===== config.mk =====
export PLATFORM = sky130hd
export DESIGN_NAME = lcd_cmd_seq
export DESIGN_NICKNAME = d
export VERILOG_FILES = /design/src/rtl/lcd_pkg.sv /design/src/rtl/lcd_seq_wdt.sv /design/src/rtl/lcd_cmd_seq.sv
export SDC_FILE = /design/constraint.sdc
export NUM_CORES = 1
export LEC_CHECK = 0
export BUFFER_PORTS_ARGS = -buffer_cell sky130_fd_sc_hd__clkbuf_2
export CORE_MARGIN = 2
export CORE_UTILIZATION = 30
export DETAILED_ROUTE_END_ITERATION = 8
export PLACE_DENSITY = 0.46
export SETUP_SLACK_MARGIN = 0.3
export SYNTH_ARGS = -nofsm -noshare
export SYNTH_HDL_FRONTEND = slang
export SYNTH_SLANG_ARGS = --single-unit

===== constraint.sdc =====
create_clock -name clk -period 2.95 [get_ports clk]
set_clock_uncertainty 0.15 [all_clocks]
set_input_delay 0 -clock clk [delete_from_list [all_inputs] [get_ports clk]]
set_output_delay 0 -clock clk [all_outputs]
set_load 0.02 [all_outputs]

===== src/rtl/lcd_pkg.sv =====
`default_nettype none
// ============================================================================
// Module      : lcd_pkg
// Description : Shared definitions for the LCD command sequencer:
//               command code constants, sequencer FSM state encoding and
//               the command-validity helper.
// Revision    : 1.0 - initial release
// ============================================================================
package lcd_pkg;

  // Command codes understood by the LCD controller
  localparam logic [3:0] CMD_WRITE = 4'd0;
  localparam logic [3:0] CMD_UP    = 4'd1;
  localparam logic [3:0] CMD_DOWN  = 4'd2;
  localparam logic [3:0] CMD_LEFT  = 4'd3;
  localparam logic [3:0] CMD_RIGHT = 4'd4;
  localparam logic [3:0] CMD_MAX   = 4'd5;
  localparam logic [3:0] CMD_MIN   = 4'd6;
  localparam logic [3:0] CMD_AVG   = 4'd7;
  localparam logic [3:0] CMD_CCW   = 4'd8;
  localparam logic [3:0] CMD_CW    = 4'd9;
  localparam logic [3:0] CMD_MIRX  = 4'd10;
  localparam logic [3:0] CMD_MIRY  = 4'd11;
  localparam logic [3:0] CMD_NOP   = 4'd15;

  // Sequencer FSM states
  typedef enum logic [2:0] {
    S_IDLE     = 3'd0,
    S_WAIT_RDY = 3'd1,
    S_FETCH    = 3'd2,
    S_LATCH    = 3'd3,
    S_ISSUE    = 3'd4,
    S_GAP      = 3'd5,
    S_WRITE    = 3'd6,
    S_FIN      = 3'd7
  } seq_state_e;

  // Codes 0..11 are real commands; 12..15 are skipped by the sequencer
  function automatic logic is_valid_cmd(input logic [3:0] code);
    return (code <= CMD_MIRY);
  endfunction

endpackage
`default_nettype wire


===== src/rtl/lcd_seq_wdt.sv =====
`default_nettype none
// ============================================================================
// Module      : lcd_seq_wdt
// Description : Write-completion watchdog. Cleared by load_i, advances on
//               every cycle count_i is high, and flags expire_o on the cycle
//               the count has reached WDT_CYC-1 (i.e. the WDT_CYC-th counted
//               cycle).
// Ports       : clk      - clock
//               reset    - synchronous active-low reset
//               load_i   - clear the counter
//               count_i  - count enable (high while waiting for the write)
//               expire_o - terminal count reached while counting
// Revision    : 1.0 - initial release
// ============================================================================
module lcd_seq_wdt #(
  parameter int unsigned WDT_CYC = 128
) (
  input  logic clk,
  input  logic reset,
  input  logic load_i,
  input  logic count_i,
  output logic expire_o
);

  localparam int unsigned CW = (WDT_CYC > 2) ? $clog2(WDT_CYC) : 1;
  localparam logic [CW-1:0] C_LAST = CW'(WDT_CYC - 1);

  logic [CW-1:0] cnt_q;

  always_ff @(posedge clk) begin
    if (!reset) begin
      cnt_q <= '0;
    end else if (load_i) begin
      cnt_q <= '0;
    end else if (count_i && (cnt_q != C_LAST)) begin
      // Saturate at the terminal value so the counter never wraps
      cnt_q <= cnt_q + 1'b1;
    end
  end

  assign expire_o = count_i && (cnt_q == C_LAST);

endmodule
`default_nettype wire


===== src/rtl/lcd_cmd_seq.sv =====
`default_nettype none
// ============================================================================
// Module      : lcd_cmd_seq
// Description : LCD command sequencer. Walks the command ROM from address 0,
//               skips codes 12..15, issues codes 0..11 to the LCD controller
//               with a one-cycle cmd_valid, and ends the sequence once a
//               write (code 0) has been acknowledged by lcd_done. Reaching
//               the last ROM address without a write ends with err=1.
// Options     : CMD_SEQ_TIMEOUT_EN - when defined, a WDT_CYC-cycle watchdog
//               aborts a write that never reports lcd_done (err=1).
// Ports       : clk, reset      - clock, synchronous active-low reset
//               start           - launch pulse (ignored while seq_busy)
//               CROM_rd/CROM_A  - ROM read strobe/address
//               CROM_Q          - ROM data, valid one cycle after CROM_rd
//               lcd_busy/done   - controller status
//               cmd/cmd_valid   - command to controller (NOP when idle)
//               seq_busy/done   - sequence status
//               err             - sticky per-sequence error
//               issued_cnt      - commands issued in this sequence
// Revision    : 1.0 - initial release
// ============================================================================
module lcd_cmd_seq
  import lcd_pkg::*;
#(
  parameter int unsigned CMD_AW  = 5,
  parameter int unsigned WDT_CYC = 128
) (
  input  logic              clk,
  input  logic              reset,
  input  logic              start,
  input  logic [3:0]        CROM_Q,
  output logic              CROM_rd,
  output logic [CMD_AW-1:0] CROM_A,
  input  logic              lcd_busy,
  input  logic              lcd_done,
  output logic [3:0]        cmd,
  output logic              cmd_valid,
  output logic              seq_busy,
  output logic              seq_done,
  output logic              err,
  output logic [CMD_AW:0]   issued_cnt
);

  seq_state_e        state_q;
  logic [CMD_AW-1:0] ptr_q;
  logic [CMD_AW-1:0] ptr_d;
  logic              ptr_last;
  logic              crom_rd_q;
  logic [CMD_AW-1:0] crom_a_q;
  logic [3:0]        cmd_q;
  logic              cmd_valid_q;
  logic              seq_busy_q;
  logic              seq_done_q;
  logic              err_q;
  logic [CMD_AW:0]   issued_q;
  logic              wdt_expire;

  assign ptr_d    = ptr_q + 1'b1;
  assign ptr_last = &ptr_q;

`ifdef CMD_SEQ_TIMEOUT_EN
  logic wdt_load;
  logic wdt_count;

  // Clear on the ISSUE cycle of a write so the first WRITE cycle counts as 0
  assign wdt_load  = (state_q == S_ISSUE) && (cmd_q == CMD_WRITE);
  assign wdt_count = (state_q == S_WRITE);

  lcd_seq_wdt #(
    .WDT_CYC (WDT_CYC)
  ) u_wdt (
    .clk      (clk),
    .reset    (reset),
    .load_i   (wdt_load),
    .count_i  (wdt_count),
    .expire_o (wdt_expire)
  );
`else
  assign wdt_expire = 1'b0;
`endif

  always_ff @(posedge clk) begin
    if (!reset) begin
      state_q     <= S_IDLE;
      ptr_q       <= '0;
      crom_rd_q   <= 1'b0;
      crom_a_q    <= '0;
      cmd_q       <= CMD_NOP;
      cmd_valid_q <= 1'b0;
      seq_busy_q  <= 1'b0;
      seq_done_q  <= 1'b0;
      err_q       <= 1'b0;
      issued_q    <= '0;
    end else begin
      case (state_q)
        // FIN restarts exactly like IDLE; start is not looked at elsewhere,
        // which is what makes it ignored while seq_busy is high.
        S_IDLE, S_FIN: begin
          if (start) begin
            state_q    <= S_WAIT_RDY;
            ptr_q      <= '0;
            issued_q   <= '0;
            err_q      <= 1'b0;
            seq_done_q <= 1'b0;
            seq_busy_q <= 1'b1;
          end
        end

        S_WAIT_RDY: begin
          if (!lcd_busy) begin
            state_q   <= S_FETCH;
            crom_rd_q <= 1'b1;
            crom_a_q  <= ptr_q;
          end
        end

        S_FETCH: begin
          state_q   <= S_LATCH;
          crom_rd_q <= 1'b0;
        end

        S_LATCH: begin
          if (is_valid_cmd(CROM_Q)) begin
            state_q     <= S_ISSUE;
            cmd_q       <= CROM_Q;
            cmd_valid_q <= 1'b1;
            issued_q    <= issued_q + 1'b1;
          end else if (ptr_last) begin
            // Skipped code at the final address: ROM exhausted, no write
            state_q    <= S_FIN;
            err_q      <= 1'b1;
            seq_busy_q <= 1'b0;
            seq_done_q <= 1'b1;
          end else begin
            // Skipped code: fetch the next entry straight away
            state_q   <= S_FETCH;
            ptr_q     <= ptr_d;
            crom_rd_q <= 1'b1;
            crom_a_q  <= ptr_d;
          end
        end

        S_ISSUE: begin
          cmd_valid_q <= 1'b0;
          if (cmd_q == CMD_WRITE) begin
            // cmd stays at 0: the controller streams its frame while cmd==0
            state_q <= S_WRITE;
          end else begin
            state_q <= S_GAP;
            cmd_q   <= CMD_NOP;
          end
        end

        S_GAP: begin
          if (ptr_last) begin
            state_q    <= S_FIN;
            err_q      <= 1'b1;
            seq_busy_q <= 1'b0;
            seq_done_q <= 1'b1;
          end else begin
            ptr_q <= ptr_d;
            // WAIT_RDY is passed through in zero cycles when the controller
            // is already ready, keeping the 4-cycle command cadence.
            if (lcd_busy) begin
              state_q <= S_WAIT_RDY;
            end else begin
              state_q   <= S_FETCH;
              crom_rd_q <= 1'b1;
              crom_a_q  <= ptr_d;
            end
          end
        end

        S_WRITE: begin
          if (lcd_done) begin
            state_q    <= S_FIN;
            cmd_q      <= CMD_NOP;
            seq_busy_q <= 1'b0;
            seq_done_q <= 1'b1;
          end else if (wdt_expire) begin
            state_q    <= S_FIN;
            cmd_q      <= CMD_NOP;
            err_q      <= 1'b1;
            seq_busy_q <= 1'b0;
            seq_done_q <= 1'b1;
          end
        end

        default: begin
          state_q <= S_IDLE;
        end
      endcase
    end
  end

  assign CROM_rd    = crom_rd_q;
  assign CROM_A     = crom_a_q;
  assign cmd        = cmd_q;
  assign cmd_valid  = cmd_valid_q;
  assign seq_busy   = seq_busy_q;
  assign seq_done   = seq_done_q;
  assign err        = err_q;
  assign issued_cnt = issued_q;

endmodule
`default_nettype wire


==> metrics.cfg, run 1 <==
[setup_path]
critPathTopFamily = simple AND/OR/NAND/NOR gates
worst_setup_path_start_kind = flip-flop
cpPeakStageDelay_ns = 0.52
path_buf_inv = 0
r2r_end = CROM_A[2]
crit_arrival_ns = 2.33
cp-startpoint = ptr_q[0]
crit_required_ns = 3.02
crit_chain = ha_1 -> and3_1 -> ha_1 -> or4b_1 -> o211ai_2 -> o21ai_0 -> a21oi_1
cp_num_cells = 7
worstSetupPathType = flip-flop to flip-flop
reg2reg_from = ptr_q[0]
endpoint = CROM_A[2]
worstPathMaxFanout = 10
cp-end-kind = flip-flop
cp_slowest_cell = or4b_1
rrSetupSlack_ns = 0.68
cpMostUsedCell = ha_1
reg2reg_depth = 7

[outcome]
outcome = finished clean

[global_routing]
globalRouteOverflowTotal = 0
grt_pass1_vias = 1411
grt_pass1_wl_um = 6940
grt_max_degree = 32
grt_usage_pct = 14.1
antenna_found_initial = 0

[floorplanning]
start_util_pct = 30.5
die_y_um = 78.4
core-area_um2 = 5440
num_rows = 27
die-area_um2 = 6140
ios = 29
die_w_um = 78.4

[sta]
rsz0062_at_grt = no
slew-limit-headroom_pct = 47.0
fin_crit_sh_pct = 76.9
fmaxAchievable_ghz = 0.441
tightest_slew_ns = 0.794
hold_viol_final = 0
maxSlewViolCount = 0
period_needed_ns = 2.27
finalSetupTns_ns = 0
finalSetupViolCount = 0

[detailed_routing]
drc = 0
wl_per_cell_um = 13.5
vias_per_cell = 5.01
dr.first_iter.drc_count = 81
dr.pass1.iters = 4
wirelength_um = 3980
num_vias = 1472
antenna_left = 0

[finish]
multi_input_area_um2 = 983
fillers = 596
fin_nets = 237
final_cell_area_um2 = 1940
seq_area_um2 = 561
n_antenna_cell = 0
synthToLayoutAreaGrowth_pct = 16.7
drive_gt1_share_pct = 20.3

[worst_hold_path]
worstHoldPathType = input port to flip-flop

[clocking]
cts.sinks = 28
tritoncts = yes
cts_buffer_depth = 2
cts_hold_buf = 5
ctsHtreeMaxLevel = 1
cts_resized = 0
clock_latency_ns = 0.28
cts.clk_slew.worst_paths_ns = 0.10
cts_buffers = 3
cts_setup_buffers = 0
root_buffer = clkbuf_8

[yosys]
synth_ff_type = dfxtp_1
ys_warn_count = 0
synthesis.nets = 210
synth_top_area_share_pct = 33.8
async_reset_ff_share_pct = 0
synth-edff-count = 0
netlist_area_um2 = 1660
avgSynthCellArea_um2 = 8.46
netlist_instances = 196
ys_types = 52
synthTopCellsByArea = dfxtp_1, o21ai_0, a21oi_1
yosysSeqAreaShare_pct = 33.8
ys_ff_latch = 28
yosysTopAreaCell = dfxtp_1

[placed_design]
place.gp.congestion = 0.746
io_buffers = 28
dp_hpwl_um = 2860
dpl_cell_area_um2 = 1820

[power_and_ir_drop]
pwr-share-seq_pct = 47.4
p_leak_uw = 0.000762
intPower_uw = 625
p_sw_uw = 220
ir_drop_uv = 313
power_density_nw_per_um2 = 436
switching_share_pct = 26.0
p_comb_share_pct = 15.8
clkPwrFrac_pct = 36.7

[run]
cap_violations = 0

-- through the flow --
| stage | util [%] | instances | total power, uW | hold WS [ns] | worst slack [ns] |
|---|---|---|---|---|---|
| after floorplan | - | 196 | 507 | -0.00903 | 0.887 |
| after global placement | 33.4 | 285 | 540 | 0.0827 | 0.711 |
| after detailed placement | 33.4 | 285 | 539 | 0.0844 | 0.686 |
| after CTS | 35.6 | 294 | 857 | 0.0128 | 0.664 |
| after global routing | 35.6 | 294 | 887 | 0.0696 | 0.482 |
| final | 35.6 | 294 | 844 | 0.00290 | 0.682 |
-- logic make-up (layout without fill, tap and decap cells) --
logic type | count (synthesis) | count (layout) | share of synthesized area [%]
simple gates | 74 | 74 | 26.0
flops | 28 | 28 | 33.8
fa+ha+maj | 5 | 5 | 3.77
buf+inv | 20 | 46 | 6.94
xor+xnor | 3 | 3 | 2.04
compound gates | 64 | 64 | 26.2
mux | 2 | 2 | 1.21
-- Yosys cell counts (2+ instances only) --
cell and instances:
mux2i_1 2, inv_1 7, nor2b_1 4, a211oi_1 3
buf_2 5, ha_1 5, xor2_1 2, nand3b_1 4
buf_6 4, o22ai_1 2, nand2b_1 3, nor3_1 6
o221a_2 2, nor2_1 4, a21oi_1 17, and3_1 5
or3_1 6, o22a_1 4, dfxtp_1 28, o21ai_0 20
and2_1 3, clkbuf_1 3, nand3_1 5, or4b_1 2
nand2_1 21, o311ai_0 3
-- final cells by class --
type / count / share of cell area [%]
multi-input combinational: 148 / 50.8
tap: 72 / 4.65
sequential: 28 / 28.9
clock inverter: 1 / 1.55
clock buffer: 3 / 2.13
timing repair buffer: 35 / 10.6
inverter: 7 / 1.36
-- power by group through the flow --
stage | registers [uW] | logic, uW | clock network (uW)
after detailed placement | 410 | 129 | 0
after CTS | 401 | 135 | 320
final | 401 | 134 | 310
after global routing | 403 | 149 | 335
after global placement | 409 | 130 | 0
after floorplan | 421 | 86.2 | 0
-- sequential cells by signal, summed over array words and instances (netlist names) --
register,count
CROM_A,5
issued_cnt,6
cmd,4
CROM_rd,1
cmd_valid,1
state_q,3
seq_busy,1
err,1
ptr_q,5
seq_done,1
-- metal layers --
metal	track usage, %	wire length, um	vias to the layer above
met4	3.33	27	0
met1	19.3	2050	669
met5	0	0	-
met3	3.79	152	2
met2	22.0	1740	25
li1	-	-	776
-- how the worst min path moves through the flow --
stage,startpoint,end,slack [ns],cells past startpoint
after floorplan,CROM_Q[2],cmd[2],-0.009,1
after global routing,start,state_q[1],0.07,4
final,start,state_q[2],0.003,4
after detailed placement,CROM_Q[0],cmd[0],0.08,2
after CTS,start,state_q[2],0.01,4
after global placement,CROM_Q[0],cmd[0],0.08,2
-- worst register-to-register path, stage by stage, from the launching register on --
cell	delay (ns)
dfxtp_1	0.35
ha_1	0.24
and3_1	0.21
ha_1	0.30
or4b_1	0.52
o211ai_2	0.18
o21ai_0	0.12
a21oi_1	0.14
-- layout by cell type (no fill, tap or decap), types with 4 or more instances in the layout --
cell type	netlist	routed
nor3_1	6	6
dlygate4sd3_1	0	5
nor2_1	4	4
o21ai_0	20	20
nand3_1	5	5
clkbuf_2	0	28
o22a_1	4	4
nand2_1	21	21
inv_1	7	7
dfxtp_1	28	28
ha_1	5	5
or3_1	6	6
a21oi_1	17	17
nand3b_1	4	4
and3_1	5	5
nor2b_1	4	4
(Power assumes the default switching activity.)
==> run 2, diff against run 1 <==
--- a/config.mk
+++ b/config.mk
@@ -5,11 +5,12 @@
 export SDC_FILE = /design/constraint.sdc
 export NUM_CORES = 1
 export LEC_CHECK = 0
+export ABC_AREA = 1
 export BUFFER_PORTS_ARGS = -buffer_cell sky130_fd_sc_hd__clkbuf_2
 export CORE_MARGIN = 2
 export CORE_UTILIZATION = 30
 export DETAILED_ROUTE_END_ITERATION = 8
-export PLACE_DENSITY = 0.46
+export PLACE_DENSITY = 0.48
 export SETUP_SLACK_MARGIN = 0.3
 export SYNTH_ARGS = -nofsm -noshare
 export SYNTH_HDL_FRONTEND = slang
==> constraint.sdc (replaced) <==
create_clock -name clk -period 1.85 [get_ports clk]
set_clock_uncertainty 0.15 [all_clocks]
set_input_delay 0 -clock clk [delete_from_list [all_inputs] [get_ports clk]]
set_output_delay 0 -clock clk [all_outputs]
set_load 0.02 [all_outputs]
==> metrics.cfg, run 2 <==
[finish]
stdcell_count = 359  ; +22%
multi_input_area_um2 = 1140  ; +16%
seq_area_um2 = 576  ; +2.7%
synthToLayoutAreaGrowth_pct = 46.0
layout_common_cells = nand2_1, nor2_1, clkbuf_2
n_antenna_cell = 0  ; unchanged
largest_register_ffs = 6  ; unchanged
fillers = 556  ; -6.7%
layout_commonest_cell = nand2_1
drive_gt1_share_pct = 39.8  ; +20 points
fin_nets = 304  ; +28%

[power_and_ir_drop]
power_density_nw_per_um2 = 1060  ; +140%
ir_drop_uv = 451  ; +44%
p_leak_uw = 0.00102  ; +34%

[sta]
maxSlewViolCount = 0  ; unchanged
period_needed_ns = 1.62  ; -0.644 ns
hold_viol_final = 0  ; unchanged
finalSetupViolCount = 0  ; unchanged
tightest_slew_ns = 0.519  ; -0.275 ns
fin_crit_sh_pct = 87.8  ; +11 points
slew-limit-headroom_pct = 65.3  ; +18 points
finalSetupTns_ns = 0  ; unchanged
rsz0062_at_grt = yes
fmaxAchievable_ghz = 0.616  ; +40%

[setup_path]
cp_num_cells = 10  ; +3
reg2reg_from = ptr_q[1]
cp_slowest_cell = dfxtp_2
critPathTopFamily = simple AND/OR/NAND/NOR gates
cp-end-kind = flip-flop
worstSetupPathType = flip-flop to flip-flop
cp-startpoint = ptr_q[1]
rrSetupSlack_ns = 0.23  ; -0.46 ns
crit_arrival_ns = 1.69  ; -0.64 ns
crit_required_ns = 1.92  ; -1.10 ns
endpoint = CROM_A[2]
reg2reg_depth = 10  ; +3
crit_chain = ha_4 -> nand2_4 -> nor2_4 -> ha_4 -> inv_4 -> a21oi_4 -> nor2_4 -> inv_2 -> nor2_1 -> nor2_1
path_buf_inv = 2  ; +2
worst_setup_path_start_kind = flip-flop
r2r_end = CROM_A[2]
worstPathMaxFanout = 7  ; -3
cpPeakStageDelay_ns = 0.36  ; -0.16 ns

[yosys]
synth-edff-count = 0  ; unchanged
synth_ff_type = dfxtp_1
yosysTopAreaCell = dfxtp_1
synthTopCellsByArea = dfxtp_1, nand2_1, nor2_1
ys_ff_latch = 28  ; unchanged
ys_top_cells_by_count = nand2_1, nor2_1, dfxtp_1
yosysMostFrequentCell = nand2_1
avgSynthCellArea_um2 = 6.66  ; -21%
netlist_instances = 237  ; +21%
synthesis.nets = 251  ; +20%
async_reset_ff_share_pct = 0  ; unchanged
netlist_area_um2 = 1580  ; -4.8%
synth_top_area_share_pct = 35.5  ; +1.7 points
yosysSeqAreaShare_pct = 35.5  ; +1.7 points
ys_warn_count = 0  ; unchanged
ys_types = 26  ; -50%

[run]
cap_violations = 0  ; unchanged

[detailed_routing]
wl_per_cell_um = 11.5  ; -15%
drc = 0  ; unchanged
dr.first_iter.drc_count = 64  ; -21%
num_vias = 1632  ; +11%
wirelength_um = 4140  ; +4.1%
dr.pass1.iters = 4  ; unchanged
vias_per_cell = 4.55  ; -9.2%
antenna_left = 0  ; unchanged

[clocking]
cts.clk_slew.worst_paths_ns = 0.09  ; about the same
tritoncts = yes
cts_buffers = 3  ; unchanged
cts.sinks = 28  ; unchanged
cts_buffer_depth = 2  ; unchanged
root_buffer = clkbuf_8
ctsHtreeMaxLevel = 1  ; unchanged
clock_latency_ns = 0.29  ; about the same

[global_routing]
antenna_found_initial = 0  ; unchanged
top_usage_layer = met2
grt_use_met3_pct = 2.84  ; -0.95 points
use_met2_pct = 26.9  ; +4.9 points
grt_max_degree = 17  ; -47%
grt_pass1_wl_um = 6950  ; +0.10%
globalRouteOverflowTotal = 0  ; unchanged
use_met1_pct = 16.8  ; -2.5 points
grt_pass1_vias = 1574  ; +12%
grt_usage_pct = 14.3  ; +0.27 points

[floorplanning]
die_y_um = 76.6  ; -2.3%
start_util_pct = 30.9  ; +0.41 points
num_rows = 26  ; -3.7%
die-area_um2 = 5860  ; -4.6%
core-area_um2 = 5110  ; -6.1%
ios = 29  ; unchanged
die_w_um = 76.6  ; -2.3%

[placed_design]
dp_hpwl_um = 2900  ; +1.1%
dp.cells = 336  ; +18%
io_buffers = 28  ; unchanged
place.gp.congestion = 0.823  ; +10%

[outcome]
outcome = finished clean

[worst_hold_path]
worstHoldPathType = input port to flip-flop

run 2: where the power goes:
group / leakage (uW) / switching [uW] / internal, uW
combinational: 0.000754 / 654 / 422
sequential: 0.000232 / 137 / 730
clock: 0.0000357 / 208 / 290
run 2: worst min-delay path by stage:
stage	depth (start not counted)	to	startpoint	slack (ns)
floorplan	2	seq_done	reset	-0.01
global placement	3	cmd[0]	CROM_Q[0]	0.09
detailed placement	3	cmd[0]	CROM_Q[0]	0.10
CTS	3	ptr_q[1]	reset	0.01
global route	3	ptr_q[3]	reset	0.05
finish	3	ptr_q[1]	reset	0.02
run 2: per-layer routing:
metal / part of all wire (%) / wire length, um / up-vias
li1: - / - / 860
met2: 51 / 2120 / 23
met5: 0 / 0 / -
met1: 45 / 1870 / 745
met4: 0.87 / 36 / 0
met3: 2.7 / 113 / 4
run 2: tightest hold or removal path, cell delays in order:
cell,delay [ns]
clkbuf_2,0.24
nand2_1,0.13
nor2_1,0.03
run 2: final cells by class:
| type | count | area share (%) |
|---|---|---|
| Clock buffer | 3 | 1.79 |
| Clock inverter | 1 | 1.30 |
| Inverter | 24 | 4.56 |
| Multi-Input combinational cell | 183 | 49.3 |
| Sequential cell | 28 | 25.0 |
| Tap cell | 70 | 3.80 |
| Timing Repair Buffer | 50 | 14.3 |
run 2: cell families (layout without fill, tap and decap cells):
kind of cell,Yosys count,after routing,synth area share [%]
xor+xnor,3,3,1.66
buf+inv,27,78,6.66
compound gates,38,38,12.9
fa+ha+maj,5,5,3.96
flops,28,28,35.5
simple gates,136,137,39.3
run 2: through the flow:
step	hold WS [ns]	power [uW]	utilization [%]	setup slack, ns	instance area (um^2)
detailed placement	0.101	1680	36.0	0.107	1840
global placement	0.0903	1680	36.0	0.120	1840
finish	0.0161	2440	45.1	0.226	2300
global route	0.0504	2630	45.1	0.147	2300
CTS	0.0130	2310	41.8	0.246	2130
floorplan	-0.0121	1460	-	0.305	1600
run 2: repair_timing:
action,4_1_cts,5_1_grt
pin swaps,16,17
setup buffers,8,5
hold buffers,5,0
cloned,1,0
hold endpoints to repair,6,0
endpoints found under the setup margin,27,27
gates resized for setup,31,37
==> run 3, diff against run 2 <==
--- a/config.mk
+++ b/config.mk
@@ -5,7 +5,6 @@
 export SDC_FILE = /design/constraint.sdc
 export NUM_CORES = 1
 export LEC_CHECK = 0
-export ABC_AREA = 1
 export BUFFER_PORTS_ARGS = -buffer_cell sky130_fd_sc_hd__clkbuf_2
 export CORE_MARGIN = 2
 export CORE_UTILIZATION = 30
==> metrics.cfg, run 3 (synthesis gave the netlist of run 1 again) <==
[outcome]
violations = setup timing
outcome = finished, violations left

[global_routing]
grt_pass1_vias = 1584  ; +0.64%
grt_max_degree = 21  ; +4
grt_usage_pct = 16.4  ; +2.0 points
antenna_found_initial = 0  ; unchanged
grt_pass1_wl_um = 7900  ; +14%
globalRouteOverflowTotal = 0  ; unchanged

[finish]
synthToLayoutAreaGrowth_pct = 58.4
stdcell_count = 338  ; -5.8%
n_antenna_cell = 0  ; unchanged
layout_common_cells = buf_4, clkbuf_2, dfxtp_1
drive_gt1_share_pct = 48.1  ; +8.3 points
fin_nets = 281  ; -7.6%
largest_register_ffs = 6  ; unchanged
layout_commonest_cell = buf_4

[placed_design]
io_buffers = 28  ; unchanged
dp_hpwl_um = 3110  ; +7.4%
dp.cells = 307  ; -8.6%
place.gp.congestion = 0.770  ; -6.4%

[power_and_ir_drop]
p_comb_share_pct = 24.4  ; -20 points
p_leak_uw = 0.00105  ; +2.4%
p_sw_uw = 413  ; -59%
ir_drop_uv = 330  ; -27%
total_power_uw = 1510  ; -38%
power_density_nw_per_um2 = 575  ; -46%
pwr-share-seq_pct = 42.2  ; +6.7 points
switching_share_pct = 27.4  ; -14 points
clkPwrFrac_pct = 33.4  ; +13 points
intPower_uw = 1100  ; -24%

[sta]
rsz0062_at_grt = yes
fmaxAchievable_ghz = 0.507  ; -18%
fin_ws_ns = -0.121  ; -0.347 ns
fin_crit_sh_pct = 107  ; +19 points
hold_viol_final = 0  ; unchanged
tightest_slew_ns = 0.535  ; +0.0156 ns
maxSlewViolCount = 0  ; unchanged
slew-limit-headroom_pct = 64.3  ; -1.1 points
finalSetupViolCount = 10  ; +10
period_needed_ns = 1.97  ; +0.347 ns

[detailed_routing]
drc = 0  ; unchanged
wl_per_cell_um = 14.7  ; +28%
wirelength_um = 4980  ; +20%
antenna_left = 0  ; unchanged
dr.first_iter.drc_count = 110  ; +72%
dr.pass1.iters = 4  ; unchanged
vias_per_cell = 5.07  ; +12%
num_vias = 1715  ; +5.1%

[setup_path]
worstSetupPathType = flip-flop to flip-flop
worstPathMaxFanout = 5  ; -2
worst_setup_path_start_kind = flip-flop
cp-end-kind = flip-flop
crit_required_ns = 1.89  ; -0.03 ns
crit_arrival_ns = 2.01  ; +0.32 ns

[clocking]
cts_buffers = 3  ; unchanged
root_buffer = clkbuf_8
cts.sinks = 28  ; unchanged
cts_buffer_depth = 2  ; unchanged
cts.clk_slew.worst_paths_ns = 0.11  ; +0.02 ns
tritoncts = yes
clock_latency_ns = 0.28  ; about the same
ctsHtreeMaxLevel = 1  ; unchanged

[floorplanning]
start_util_pct = 30.5  ; -0.41 points
ios = 29  ; unchanged
die_y_um = 78.4  ; +2.4%
die_w_um = 78.4  ; +2.4%
core-area_um2 = 5440  ; +6.5%
num_rows = 27  ; +3.8%
die-area_um2 = 6140  ; +4.8%

[worst_hold_path]
worstHoldPathType = input port to flip-flop

[run]
cap_violations = 0  ; unchanged

-- run 3: changes by cell type in the layout (fill, tap and decap cells not counted), sizes merged, moves of 5 or more --
cell	change
or3	+6
buf	+24
and3	+5
nand2	-44
nor3	+5
a211oi	+5
nand3	-9
nor2	-48
inv	-17
-- run 3: power by group through the flow --
stage / logic (uW) / clock network [uW] / registers, uW
after floorplan: 149 / 0 / 673
final: 369 / 504 / 637
after CTS: 317 / 521 / 638
after global routing: 396 / 552 / 641
after global placement: 247 / 0 / 651
after detailed placement: 245 / 0 / 651
-- run 3: worst max-delay path: stages (launching register included) --
cell,delay (ns)
dfxtp_2,0.35
ha_4,0.15
and3_4,0.20
ha_4,0.16
or4b_4,0.52
o211ai_4,0.13
nand2_1,0.09
o211a_1,0.13
-- run 3: path summary, 6_finish.rpt --
check             startpoint   endpoint  slack [ns]  cells after the start
hold / removal         start   seq_done        0.02                      5
setup / recovery    ptr_q[1]  CROM_A[0]       -0.12                      7
hold reg to reg     seq_done   seq_done        0.32                      2
setup reg to reg    ptr_q[1]  CROM_A[0]       -0.12                      7
-- run 3: area by class of cell --
type | instances | area (um^2)
Multi-Input combinational cell | 150 | 1260
Inverter | 7 | 26.3
Clock buffer | 3 | 41.3
Fill cell | 514 | 2810
Timing Repair Buffer | 77 | 604
Clock inverter | 1 | 30.0
Tap cell | 72 | 90.1
Sequential cell | 28 | 572
-- run 3: metal layers --
layer	routed length, um	part of all wire (%)	track usage (%)
met2	2250	45	25.0
met5	0	0	0
met4	85	1.7	8.25
met1	2420	49	22.4
met3	230	4.6	2.41
-- run 3: timing repair --
| item | CTS | global route |
|---|---|---|
| setup endpoints to repair | 27 | 27 |
| endpoints found under the hold margin | 11 | 0 |
| gates resized for setup | 35 | 29 |
| cloned | 3 | 0 |
| buffers inserted | 5 | 12 |
| hold buffers | 7 | 0 |
| pin swaps | 23 | 14 |
-- run 3: through the flow --
step / util, % / setup TNS (ns) / cell area (um^2) / worst slack, ns / hold slack, ns
finish: 48.3 / -0.674 / 2630 / -0.121 / 0.0230
global route: 48.3 / -1.34 / 2630 / -0.163 / 0.0456
CTS: 44.6 / -0.615 / 2420 / -0.125 / 0.00573
detailed placement: 38.1 / -0.671 / 2070 / -0.113 / 0.0835
global placement: 38.1 / -0.436 / 2070 / -0.0810 / 0.0777
floorplan: - / -0.258 / 1750 / -0.0630 / -0.00903
